<file path="src/rtl/eth_tx_sched.sv">
// Frame scheduler sharing one TX builder between ARP replies and UDP frames; optional stats via ETH_TX_SCHED_STATS_EN.
// Latency: request seen in IDLE at cycle N gives tx_start at N+1; tx_start spacing >= 2 + frame + IFG_CYCLES.
// Backpressure: udp_req is a level re-sampled in IDLE only; ARP requests are latched one deep, newer overwrites older.
module eth_tx_sched #(
    parameter int IFG_CYCLES     = 12,
    parameter int MAX_ARP_BURST  = 4,
    parameter int TIMEOUT_CYCLES = 4096,
    parameter int CNT_W          = 16
) (
    input  logic              aclk,
    input  logic              areset,
    input  logic              arp_req,
    input  logic [47:0]       arp_req_mac,
    input  logic              udp_req,
    input  logic              tx_done,
    output logic              tx_start,
    output logic              tx_sel,
    output logic [47:0]       tx_mac_d_addr,
    output logic              tx_busy,
    output logic              tx_abort,
    output logic              arp_pending
`ifdef ETH_TX_SCHED_STATS_EN
    ,
    output logic [CNT_W-1:0]  arp_tx_cnt,
    output logic [CNT_W-1:0]  udp_tx_cnt,
    output logic [CNT_W-1:0]  arp_drop_cnt,
    output logic [CNT_W-1:0]  abort_cnt
`endif
);

    localparam int TO_W    = $clog2(TIMEOUT_CYCLES);
    localparam int IFG_W   = (IFG_CYCLES > 1) ? $clog2(IFG_CYCLES) : 1;
    localparam int BURST_W = $clog2(MAX_ARP_BURST + 1);

    localparam logic [TO_W-1:0]    TO_LAST   = TO_W'(TIMEOUT_CYCLES - 1);
    localparam logic [IFG_W-1:0]   IFG_LAST  = IFG_W'((IFG_CYCLES > 0) ? IFG_CYCLES - 1 : 0);
    localparam logic [BURST_W-1:0] BURST_MAX = BURST_W'(MAX_ARP_BURST);

    typedef enum logic [1:0] {
        S_IDLE,
        S_START,
        S_BUSY,
        S_IFG
    } state_t;

    state_t               state;
    state_t               state_nxt;
    logic [TO_W-1:0]      to_cnt;
    logic [IFG_W-1:0]     ifg_cnt;
    logic [BURST_W-1:0]   burst_cnt;
    logic [47:0]          pend_mac;
    logic                 grant_arp;
    logic                 grant_udp;
    logic                 timeout_hit;

    always_comb begin
        state_nxt   = state;
        grant_arp   = 1'b0;
        grant_udp   = 1'b0;
        timeout_hit = 1'b0;
        case (state)
            S_IDLE: begin
                // UDP only overtakes a pending ARP once the burst allowance is used up
                if (arp_pending && !(udp_req && burst_cnt == BURST_MAX)) begin
                    grant_arp = 1'b1;
                end else if (udp_req) begin
                    grant_udp = 1'b1;
                end
                if (grant_arp || grant_udp) begin
                    state_nxt = S_START;
                end
            end
            S_START: state_nxt = S_BUSY;
            S_BUSY: begin
                if (tx_done || to_cnt == TO_LAST) begin
                    timeout_hit = !tx_done;
                    state_nxt   = (IFG_CYCLES == 0) ? S_IDLE : S_IFG;
                end
            end
            S_IFG: begin
                if (ifg_cnt == IFG_LAST) begin
                    state_nxt = S_IDLE;
                end
            end
            default: state_nxt = S_IDLE;
        endcase
    end

    always_ff @(posedge aclk) begin
        if (areset) begin
            state         <= S_IDLE;
            to_cnt        <= '0;
            ifg_cnt       <= '0;
            burst_cnt     <= '0;
            pend_mac      <= '0;
            arp_pending   <= 1'b0;
            tx_sel        <= 1'b0;
            tx_mac_d_addr <= '0;
            tx_abort      <= 1'b0;
        end else begin
            state    <= state_nxt;
            tx_abort <= timeout_hit;
            to_cnt   <= (state == S_BUSY) ? to_cnt + 1'b1 : '0;
            ifg_cnt  <= (state == S_IFG) ? ifg_cnt + 1'b1 : '0;

            if (grant_arp || grant_udp) begin
                tx_sel        <= grant_arp;
                tx_mac_d_addr <= grant_arp ? pend_mac : '0;
            end else if (state_nxt == S_IDLE) begin
                tx_sel        <= 1'b0;
                tx_mac_d_addr <= '0;
            end

            // a new request in the grant cycle keeps the latch armed with the new MAC
            if (arp_req) begin
                arp_pending <= 1'b1;
                pend_mac    <= arp_req_mac;
            end else if (grant_arp) begin
                arp_pending <= 1'b0;
            end

            if (grant_udp) begin
                burst_cnt <= '0;
            end else if (grant_arp) begin
                if (!udp_req) begin
                    burst_cnt <= BURST_W'(1);
                end else if (burst_cnt != BURST_MAX) begin
                    burst_cnt <= burst_cnt + 1'b1;
                end
            end
        end
    end

`ifdef ETH_TX_SCHED_STATS_EN
    always_ff @(posedge aclk) begin
        if (areset) begin
            arp_tx_cnt   <= '0;
            udp_tx_cnt   <= '0;
            arp_drop_cnt <= '0;
            abort_cnt    <= '0;
        end else begin
            if (grant_arp && arp_tx_cnt != '1) begin
                arp_tx_cnt <= arp_tx_cnt + 1'b1;
            end
            if (grant_udp && udp_tx_cnt != '1) begin
                udp_tx_cnt <= udp_tx_cnt + 1'b1;
            end
            if (arp_req && arp_pending && !grant_arp && arp_drop_cnt != '1) begin
                arp_drop_cnt <= arp_drop_cnt + 1'b1;
            end
            if (timeout_hit && abort_cnt != '1) begin
                abort_cnt <= abort_cnt + 1'b1;
            end
        end
    end
`endif

    assign tx_start = (state == S_START);
    assign tx_busy  = (state != S_IDLE);

endmodule

</file>
<file path="config.mk">
export PLATFORM = sky130hd
export DESIGN_NAME = eth_tx_sched
export DESIGN_NICKNAME = d
export VERILOG_FILES = /design/src/rtl/eth_tx_sched.sv
export SDC_FILE = /design/constraint.sdc
export NUM_CORES = 1
export LEC_CHECK = 0
export ABC_AREA = 1
export CORE_MARGIN = 10
export CORE_UTILIZATION = 49
export CTS_CLUSTER_DIAMETER = 60
export CTS_CLUSTER_SIZE = 40
export DETAILED_ROUTE_END_ITERATION = 8
export PLACE_DENSITY = 0.77
export SLEW_MARGIN = 0
export SYNTH_ARGS = -nofsm -noshare
export SYNTH_HDL_FRONTEND = slang
export SYNTH_SLANG_ARGS = --single-unit
export TNS_END_PERCENT = 100
</file>
<file path="constraint.sdc">
create_clock -name aclk -period 1.4 [get_ports aclk]
set_input_delay 0.14 -clock aclk [delete_from_list [all_inputs] [get_ports aclk]]
set_output_delay 0.14 -clock aclk [all_outputs]
set_load 0.02 [all_outputs]
</file>
# Yosys cells after proc, flatten, opt, wreduce, memory -nomap -nowiden
# Index checks and enable logic that the tools add are counted.
# word_totals
output_inout_bits	53
mem_bits_ro	0
word_cells	60
memories	0
register_bits	120
latchBits	0
ramBits	0
# op_classes
multipliers	0
reduce_logical	17
bitwise_logic	3
mux	20
eq_ne	8
magnitude_cmp	0
shift	0
n_addsub	3
n_div	0
# op_table
operator	n
$mux 48	3
$add 12x1->12 const B	1
$eq 12x12->1 const B	1
$mux 1	11
$pmux 2 s4	1
$mux 2	3
$mux 3	2
$reduce_bool 2->1	3
$reduce_or 2->1	3
$add 4x1->4 const B	1
$eq 2x2->1 const B	2
$eq 4x4->1 const B	1
$logic_not 2->1	2
$add 3x1->3 const B	1
$eq 3x3->1 const B	1
$logic_or 1x1->1	3
$ne 3x3->1 const B	1
$not 1->1	3
$reduce_or 3->1	1
$eq 2x1->1 const B	1
$logic_and 1x1->1	2
$logic_not 1->1	2
$ne 2x1->1 const B	1
$reduce_and 2->1	1

# Logic depth before layout (Yosys ltp)
# Gate-level depths: netlist of the first run.
# logic_depth
depth_word	12
depth_mapped	8

# Worst setup path before layout of the first run
# OpenSTA, ideal clock, no wires.
# synth_timing
kind	reg-to-reg
startpoint	register burst_cnt[0]
endpoint	register burst_cnt[1]
setup_time_ns	0.070
arrival_time_ns	1.221
synth_period_minus_slack_ns	1.290
n_path_buf	1
setup_slack_ns	0.110
path_stages_with_launch	9
cell_sequence	dfxtp_1 -> inv_1 -> ha_1 -> nand3_1 -> nand3_4 -> inv_4 -> buf_6 -> nand3_1 -> a21oi_1
# synth_via
elab_chain_cells	8
# synth_lines
item	line	text
start: declaration	50	logic [BURST_W-1:0] burst_cnt;
start signal: assignment	128	burst_cnt <= burst_cnt + 1'b1;
$eq 3x3->1	64	if (arp_pending && !(udp_req && burst_cnt == BURST_MAX)) begin
$logic_and 1x1->1	64	
$logic_not 1->1	64	
$logic_and 1x1->1	64	
$mux 1	64	
$mux 1 (2 in series)	61	case (state)
$reduce_and 2->1 (no source line) or $reduce_or 2->1 (tied branches)	--	
# Several ways; a longest one is shown, not always the timed one. The select of a mux whose other input is x is not followed.
# A chain may end at the register's enable or synchronous reset.

# Worst setup path in the final report of the first run
# layout_timing
startpoint	register burst_cnt[0]
endpoint	register burst_cnt[2]
# Same word-level chain as after synthesis.

==> results by group, run 1 <==
Clocking
  – Root buffer cell: clkbuf_8
  – H-tree depth: 4
  – CTS tree: done
  – Worst skew pair latency: 510 ps
  – TritonCTS Sinks: 120
  – Cts bufs inserted: 17
  – Clock Path Buffers: 2
  – Clock transition at the registers of the reported paths: 60 ps

Yosys
  – Number of synthesized flops with an enable pin: 0
  – Syn Inst Count: 572
  – Synth async-reset ratio: 0%
  – Main synth FF type: dfxtp_1
  – Commonest cells post-synth: 120 x dfxtp_1, 115 x nor2_1, 79 x nand2_1
  – Mapped Area: 4480 um^2
  – Synth Register Bits: 120
  – Post-synth top area share: a little over half
  – Cell taking the most area after synthesis: dfxtp_1
  – Ys Warns: 0
  – Sequential share of the synthesized area: 53.6%
  – Mean post-synth cell area: 7.84 um^2
  – Post-synth cell types: 26
  – Count leader, synth: dfxtp_1
  – Synthesized Nets: 629
  – Synth area leaders: dfxtp_1 54%, nor2_1 9.6%, a21oi_1 7.0%

Power and ir drop
  – P_leak: 2.70 nW
  – Pwr Density: 1370 nW/um^2
  – Max VDD drop: 936 uV

Worst setup path
  – Setup crit end kind: flop
  – WP data required: 1830 ps
  – CP Launch Type: flop
  – WP buf/inv: 3
  – Worst setup path class: reg -> reg
  – Worst path top cell family by delay: simple AND/OR/NAND/NOR gates
  – Worst Path Arrival: 1850 ps
  – CP Cell Sequence: inv_1 > ha_1 > nand3_2 > nand3_4 > clkinv_8 > clkbuf_16 > nand3_1 > a21oi_1
  – Largest stage delay, worst path: 320 ps
  – Largest fanout on the critical path: 6
  – Slowest cell on the critical path: dfxtp_2

Job
  – Max Cap Viol: 0

Timing
  – Slew margin rel.: roughly 67%
  – Final hold vios: 0
  – Worst Setup Slack, final: -20.6 ps
  – Setup TNS: -22.3 ps
  – Worst clock skew: roughly 7.0 ps
  – Worst slew pin tran: 498 ps
  – Tmin final: 1420 ps
  – Setup violators final: 2
  – F_max: 0.704 GHz
  – Final max-slew violation count: 0
  – Final period utilization: 101%

Placed design
  – Detailed placer's ending HPWL: 8220 um
  – Place WS: -53.3 ps
  – Placed Cells: 771
  – Placer congestion estimate: 0.806
  – Port Buffers: between 100 and 150

Run status
  – Status: finished, violations left
  – Failing checks: negative setup slack

Global route
  – GRT Total Usage: 19.0%
  – GR Overflow Total: 0
  – First-pass GRT wire length: between 20000 and 25000 um
  – Largest net degree at the start of global routing: 43
  – Antenna violations before repair: 0
  – Number of global-route vias before repair: approximately 4300

Floorplanning
  – Initial core utilization: between 50% and 60%
  – Chip Width: 116 um
  – DIE AREA: between 10000 and 15000 um^2
  – Ports: ~110
  – Row count: 34
  – Die H: 116 um
  – Core ar.: roughly 8800 um^2

Min path
  – Worst Hold Class: in -> reg

Layout
  – Layout cells sized above 1: 13.7%
  – Diodes inserted: 0
  – Synth-to-Final Area Change: 44.2%
  – # nets final: 751
  – Fin cells: 815

Routing
  – ANT nets after route: 0
  – Routed length per instance: ~17 um
  – DRT Pass-1 Iters: 5
  – Iteration-0 DRC Markers: 380
  – Via density: 5.41
  – DRC Markers: 0
  – Vias: 4413
  – Drt total wl: 13900 um
[area by class of cell]
cell class / instances / area (um^2)
flip-flops and latches: 120 / 2410
clock buffers: 18 / 428
repair buffers: 140 / 1390
clock inverters: 14 / 150
fillers: 651 / 2340
inverters: 27 / 114
well taps: 108 / 135
multi-input cells: 388 / 1840
[cells by family (layout without fill, tap and decap cells)]
family | count (synthesis) | after routing | share of synthesized area [%]
AOI/OAI and AO/OA | 115 | 115 | 12.8
xor gates and xnor gates | 2 | 2 | 0.391
adders and majority gates | 4 | 4 | 1.12
buffers and inverters | 64 | 199 | 6.92
DFF | 120 | 120 | 53.6
and+or+nand+nor | 267 | 267 | 25.1
[worst min-delay path, stage by stage]
cell and delay (ps):
clkdlybuf4s50_1 400, nor2_1 100, nor2_1 50
[per-stage QoR]
step                      area [um^2]  util [%]  hold WS, ps  total power, mW
final                            6470      73.4          214             8.85
after global routing             6470      73.4          212             9.14
after CTS                        6220      70.7          198             8.77
after detailed placement         5700      64.7          439             4.66
after global placement           5700      64.7          428             4.64
after floorplan                  4480         -          219             4.22
[sequential cells by signal (all words and copies together), names as in the netlist]
register and count:
tx_abort 1, pend_mac 48, tx_mac_d_addr 48, ifg_cnt 4, arp_pending 1, burst_cnt 3, to_cnt 12, state 2
tx_sel 1
[power by group]
| part | leakage [nW] | total (mW) | switching, mW | internal (mW) |
|---|---|---|---|---|
| Combinational | 1.44 | 1.00 | 0.566 | 0.434 |
| Clock | 0.278 | 4.18 | 1.60 | 2.59 |
| Sequential | 0.985 | 3.67 | 0.0895 | 3.58 |
| Total | 2.70 | 8.85 | 2.25 | 6.60 |
[what timing repair did]
item | 4_1_cts | 5_1_grt
setup buffers | 0 | 5
pin swaps | 1 | 2
resized for setup | 64 | 29
gates cloned | 0 | 6
hold buffers | 1 | 0
endpoints found under the setup margin | 103 | 62
endpoints found under the hold margin | 1 | 0
[layout by cell type, fill, tap and decap left out, drive strengths merged]
cell           count
dfxtp            120
nor2             116
nand2             79
a21oi             63
nand3             62
o21ai             52
clkdlybuf4s50     51
dlygate4sd2       45
buf               33
inv               28
clkbuf            22
clkinv             8
clkdlybuf4s15      6
nor3               4
ha                 4
clkinvlp           3
nand4              2
xor2               2
nand3b             2
bufinv             2
or2                2
dlygate4sd3        1
[path summary, 6_finish.rpt]
| path | start | endpoint | slack [ps] | cells past startpoint |
|---|---|---|---|---|
| min reg2reg | pend_mac[44] | tx_mac_d_addr[44] | 460 | 2 |
| max | burst_cnt[0] | burst_cnt[2] | -20 | 8 |
| min | arp_req_mac[47] | pend_mac[47] | 210 | 3 |
| max reg2reg | burst_cnt[0] | burst_cnt[2] | -20 | 8 |
[metal layers]
| metal | vias to the layer above | part of all wire (%) | global-route usage (%) |
|---|---|---|---|
| met3 | 25 | 8.2 | 7.60 |
| met2 | 181 | 49 | 31.4 |
| li1 | 2115 | - | - |
| met1 | 2092 | 41 | 22.1 |
| met5 | - | 0 | 0 |
| met4 | 0 | 1.8 | 6.01 |
Power figures use the tool's default switching activity.
==> run 2, diff against run 1 <==
--- a/config.mk
+++ b/config.mk
@@ -12,6 +12,7 @@
 export CTS_CLUSTER_SIZE = 40
 export DETAILED_ROUTE_END_ITERATION = 8
 export PLACE_DENSITY = 0.77
+export SKIP_CTS_REPAIR_TIMING = 1
 export SLEW_MARGIN = 0
 export SYNTH_ARGS = -nofsm -noshare
 export SYNTH_HDL_FRONTEND = slang
==> run 2 against run 1 <==
  * The run still ends with negative setup slack left
  * Clock power hardly changed
  * Sequential share of layout area shrank 0.89 points
  * Largest cell class unchanged
  * Clock skew up 6.7 ps
  * Count of clock-buffer cells in the layout did not move
  * Maximum frequency increased by 0.60%
  * Critical path type unchanged
  * First-iteration DRC count decreased by 6.3%
  * Via count is 0.14% higher
  * Cell count is 0.25% lower
  * Sequential cell count did not move
  * Global-route usage down 0.065 points
==> results by group, run 2 (same netlist as run 1, synthesis figures left out) <==
Placed design
  – Place WS: -53.3 ps
  – Placer congestion estimate: 0.806
  – Detailed placer's ending HPWL: 8220 um
  – Port Buffers: 105

Global route
  – Antenna violations before repair: 0
  – GR Overflow Total: 0
  – Largest net degree at the start of global routing: 43
  – First-pass GRT wire length: 20400 um
  – GRT Total Usage: around a fifth
  – Number of global-route vias before repair: 4294

Clocking
  – Worst skew pair latency: 520 ps
  – Root buffer cell: clkbuf_8
  – Clock Path Buffers: 2
  – CTS tree: done
  – Cts bufs inserted: 17
  – TritonCTS Sinks: 120
  – H-tree depth: 4
  – Clock transition at the registers of the reported paths: around 60 ps

Timing
  – Slew margin rel.: between 60 and 70%
  – Final period utilization: 101%
  – Final hold vios: 0
  – Worst slew pin tran: 480 ps
  – F_max: 0.708 GHz
  – Worst Setup Slack, final: -12.1 ps
  – Hold WS: 204 ps
  – Setup violators final: 1
  – Final max-slew violation count: 0
  – Worst clock skew: ~14 ps
  – Setup TNS: -12.1 ps
  – Tmin final: ~1400 ps

Floorplanning
  – Chip Width: around 120 um
  – DIE AREA: 13400 um^2
  – Initial core utilization: 50.9%
  – Core ar.: roughly 8800 um^2
  – Ports: 106
  – Die H: 116 um
  – Row count: 34

Routing
  – Iteration-0 DRC Markers: 356
  – Routed length per instance: 17.0 um
  – Drt total wl: 13800 um
  – DRT Pass-1 Iters: 5
  – ANT nets after route: 0
  – Vias: 4419
  – DRC Markers: 0
  – Via density: 5.44

Layout
  – Commonest cells after routing, fill and taps aside: 115 x dfxtp_1, 113 x nor2_1, 78 x nand2_1
  – Commonest non-fill, non-tap cell in the layout: dfxtp_1
  – Diodes inserted: 0
  – # nets final: 749
  – Synth-to-Final Area Change: 47.7%
  – Top flop regs: pend_mac (48), tx_mac_d_addr (48), to_cnt (12)
  – Layout cells sized above 1: 12.9%

Power and ir drop
  – Pwr Density: around 1300 nW/um^2
  – Logic pwr share: 11.5%
  – Clock share of power: 47.2%
  – Max VDD drop: 954 uV
  – Sw frac: 25.5%
  – P_leak: ~3.4 nW
  – Int Pwr: 6.61 mW
  – Seq pwr share: between 40% and 50%
  – Switch Pwr: approximately 2.3 mW

Worst setup path
  – CP Launch Type: flop
  – Worst setup path class: reg -> reg
  – Crit path from: burst_cnt[0]
  – Setup crit end kind: flop
  – Largest fanout on the critical path: 6
  – WP data required: 1830 ps
  – R2R depth: 8
  – RR Startpoint: burst_cnt[0]
  – Worst Path Arrival: 1850 ps

Run status
  – Failing checks: negative setup slack
  – Status: finished, violations left

Min path
  – Hold path start: arp_req_mac[19]
  – Hold Path Depth: 3
  – Worst Hold Class: in -> reg

Job
  – Max Cap Viol: 0
==> run 2: cell types whose count changed in the layout (fill, tap and decap cells not counted), moves of 2 or more <==
| cell | delta |
|---|---|
| clkdlybuf4s15_1 | -6 |
| a21oi_2 | -5 |
| buf_4 | -2 |
| nand3_1 | -2 |
| dlymetal6s2s_1 | +51 |
| dlygate4sd2_1 | -45 |
| nand3_2 | +2 |
| a21oi_1 | +5 |
==> run 2: stage by stage <==
stage / std cells / util, % / power (mW) / area [um^2]
3_3_place_gp: 771 / 64.7 / 4.64 / 5700
3_5_place_dp: 771 / 64.7 / 4.66 / 5700
4_1_cts: 803 / 71.3 / 8.81 / 6280
5_1_grt: 813 / 75.2 / 9.15 / 6620
6_report: 813 / 75.2 / 8.88 / 6620
2_1_floorplan: 572 / - / 4.22 / 4480
==> run 2: final cells by class <==
type	instances	area [um^2]
Tap cell	108	135
Timing Repair Buffer	138	1550
Clock inverter	14	150
Multi-Input combinational cell	388	1840
Inverter	27	114
Fill cell	620	2180
Clock buffer	18	428
Sequential cell	120	2410
==> run 2: final timing paths <==
path	end	slack, ps
hold / removal	pend_mac[19]	200
setup / recovery	burst_cnt[2]	-10
hold reg to reg	ifg_cnt[0]	450
setup reg to reg	burst_cnt[2]	-10
==> run 2: worst max-delay path, stage by stage, from the launching register on <==
cell and delay, ps:
dfxtp_2 320, inv_1 40, ha_1 200, nand3_2 110, nand3_4 140, clkinv_8 120, clkbuf_16 140, nand3_1 90
a21oi_1 170
==> run 2: power by group through the flow <==
| stage | registers, mW | clock network (mW) | logic [mW] |
|---|---|---|---|
| floorplan | 3.77 | 0 | 0.449 |
| global placement | 3.72 | 0 | 0.920 |
| detailed placement | 3.73 | 0 | 0.934 |
| CTS | 3.66 | 4.21 | 0.944 |
| global route | 3.68 | 4.36 | 1.11 |
| finish | 3.67 | 4.19 | 1.02 |
==> run 2: layer usage <==
metal / track usage, % / share of wire (%) / wire [um]
met1: 22.0 / 41 / 5630
met2: 31.1 / 50 / 6860
met3: 7.80 / 8.4 / 1160
met4: 6.01 / 1.2 / 167
met5: 0 / 0 / 0
==> run 3, diff against run 2 <==
==> constraint.sdc (replaced) <==
create_clock -name aclk -period 1.4 [get_ports aclk]
set_input_delay 0.28 -clock aclk [delete_from_list [all_inputs] [get_ports aclk]]
set_output_delay 0.28 -clock aclk [all_outputs]
set_load 0.02 [all_outputs]
==> run 3 against run 2 <==
  * The flow still finishes with violations (negative setup slack)
  * Maximum frequency fell by 4.1%
  * Setup slack got worse by 60 ps
  * Cell count rose by 0.37%
  * Global-route usage rose by 0.23 points
  * Combinational power barely moved
  * Clock skew fell by 4.1 ps
  * Sequential share of layout area fell by 0.41 points
  * Core utilization rose by 1.0 points
  * Critical endpoint is now tx_mac_d_addr[10]
  * Largest cell class unchanged
==> results by group, run 3 (same netlist as run 1, synthesis figures left out) <==
Run status
  – Status: finished, violations left
  – Failing checks: negative setup slack

Timing
  – Setup TNS: -1370 ps
  – Tmin final: 1470 ps
  – Unrepaired setup endpoints after global routing: yes
  – Final hold vios: 0
  – Worst slew pin tran: 626 ps
  – Final period utilization: 105%
  – Hold WS: roughly 140 ps
  – Worst Setup Slack, final: -72.5 ps
  – Setup violators final: 48
  – F_max: 0.679 GHz
  – Worst clock skew: roughly 9.6 ps
  – Slew margin rel.: about three fifths
  – Final max-slew violation count: 0

Global route
  – Antenna violations before repair: 0
  – First-pass GRT wire length: 20700 um
  – GR Overflow Total: 0
  – GRT Total Usage: 19.1%
  – Largest net degree at the start of global routing: 51
  – Number of global-route vias before repair: 4339

Worst setup path
  – Largest stage delay, worst path: around 470 ps
  – Largest fanout on the critical path: 50
  – CP Cell Sequence: nor2_4 > inv_2 > buf_6 > nand3_1 > a21oi_2
  – WP data required: 1850 ps
  – Worst Path Arrival: around 1900 ps
  – Worst setup path class: reg -> reg
  – CP Launch Type: flop
  – Slowest cell on the critical path: buf_6
  – Setup crit end kind: flop

Layout
  – Design area: approximately 6700 um^2
  – Synth-to-Final Area Change: 49.7%
  – Commonest cells after routing, fill and taps aside: 115 x dfxtp_1, 113 x nor2_1, 79 x nand2_1
  – Final Util: roughly 76%
  – Commonest non-fill, non-tap cell in the layout: dfxtp_1
  – # nets final: 753
  – Multi-input logic area: approximately 2200 um^2
  – Fillcell total: 618
  – Storage cell area: 2410 um^2
  – Fin cells: 816
  – Layout cells sized above 1: 28.4%
  – Top flop regs: pend_mac (48), tx_mac_d_addr (48), to_cnt (12)
  – Diodes inserted: 0

Routing
  – Routed length per instance: 18.0 um
  – DRC Markers: 0
  – DRT Pass-1 Iters: 5
  – Drt total wl: 14700 um
  – Vias: between 4000 and 5000
  – Iteration-0 DRC Markers: 303
  – Via density: 5.46
  – ANT nets after route: 0

Placed design
  – Port Buffers: between 100 and 150
  – Placer congestion estimate: 0.795
  – Placed Cells: between 700 and 800
  – Place WS: -149 ps
  – Detailed placer's ending HPWL: roughly 8500 um
  – DP Area: about 5800 um^2

Floorplanning
  – Initial core utilization: 50.9%
  – DIE AREA: 13400 um^2
  – Chip Width: 116 um
  – Core ar.: 8810 um^2
  – Ports: 106
  – Row count: 34
  – Die H: 116 um

Clocking
  – CTS tree: done
  – H-tree depth: 4
  – Worst skew pair latency: 510 ps
  – Root buffer cell: clkbuf_8
  – Clock Path Buffers: 2
  – Cts bufs inserted: 17
  – Clock transition at the registers of the reported paths: about 60 ps
  – TritonCTS Sinks: 120

Power and ir drop
  – Pwr Density: 1350 nW/um^2
  – Power Total: approximately 9.1 mW
  – Max VDD drop: approximately 1100 uV
  – P_leak: between 2 and 3 nW

Min path
  – Worst Hold Class: in -> reg

Job
  – Max Cap Viol: 0
-- run 3: changes by cell type in the layout (fill, tap and decap cells not counted), moves of 2 or more --
| cell | previous run | this run |
|---|---|---|
| buf_4 | 21 | 28 |
| nand3_1 | 57 | 26 |
| inv_1 | 23 | 21 |
| nand3_4 | 2 | 11 |
| dfxtp_4 | 0 | 2 |
| clkbuf_2 | 1 | 39 |
| buf_12 | 5 | 7 |
| dfxtp_2 | 5 | 3 |
| nand3_2 | 3 | 25 |
| dlymetal6s2s_1 | 51 | 6 |
| inv_2 | 3 | 5 |
| a21oi_1 | 60 | 31 |
| a21oi_2 | 3 | 32 |
-- run 3: layout make-up --
class                   count  share of cell area [%]
flip-flops and latches    120                    36.0
multi-input cells         388                    32.2
repair buffers            142                    19.4
clock buffers              17                    6.17
clock inverters            14                    2.59
well taps                 108                    2.01
inverters                  27                    1.62
-- run 3: per-layer routing --
metal	routed length, um	part of all wire, %	global-route usage (%)	up-vias
met1	5660	38	21.5	2116
met5	0	0	0	-
met2	7510	51	33.6	187
met3	1220	8.3	7.13	30
li1	-	-	-	2120
met4	331	2.2	4.75	0
-- run 3: critical path, delay by kind of cell (launching register included) --
family	cells	cell delay, ps
buffers and inverters	2	530
DFF	1	360
and+or+nand+nor	2	290
AOI/OAI and AO/OA	1	160
-- run 3: final timing paths --
| kind | from | cells past startpoint | slack, ps | to |
|---|---|---|---|---|
| max | state[0] | 5 | -70 | tx_mac_d_addr[10] |
| min | areset | 3 | 140 | state[1] |
| max reg2reg | state[0] | 5 | -70 | tx_mac_d_addr[10] |
| min reg2reg | ifg_cnt[0] | 1 | 450 | ifg_cnt[0] |
-- run 3: report_power, final --
part	internal [mW]	switching [mW]	leakage [nW]	total, mW
Combinational	0.430	0.624	1.43	1.05
Sequential	3.57	0.103	0.985	3.68
Clock	2.71	1.62	0.277	4.33
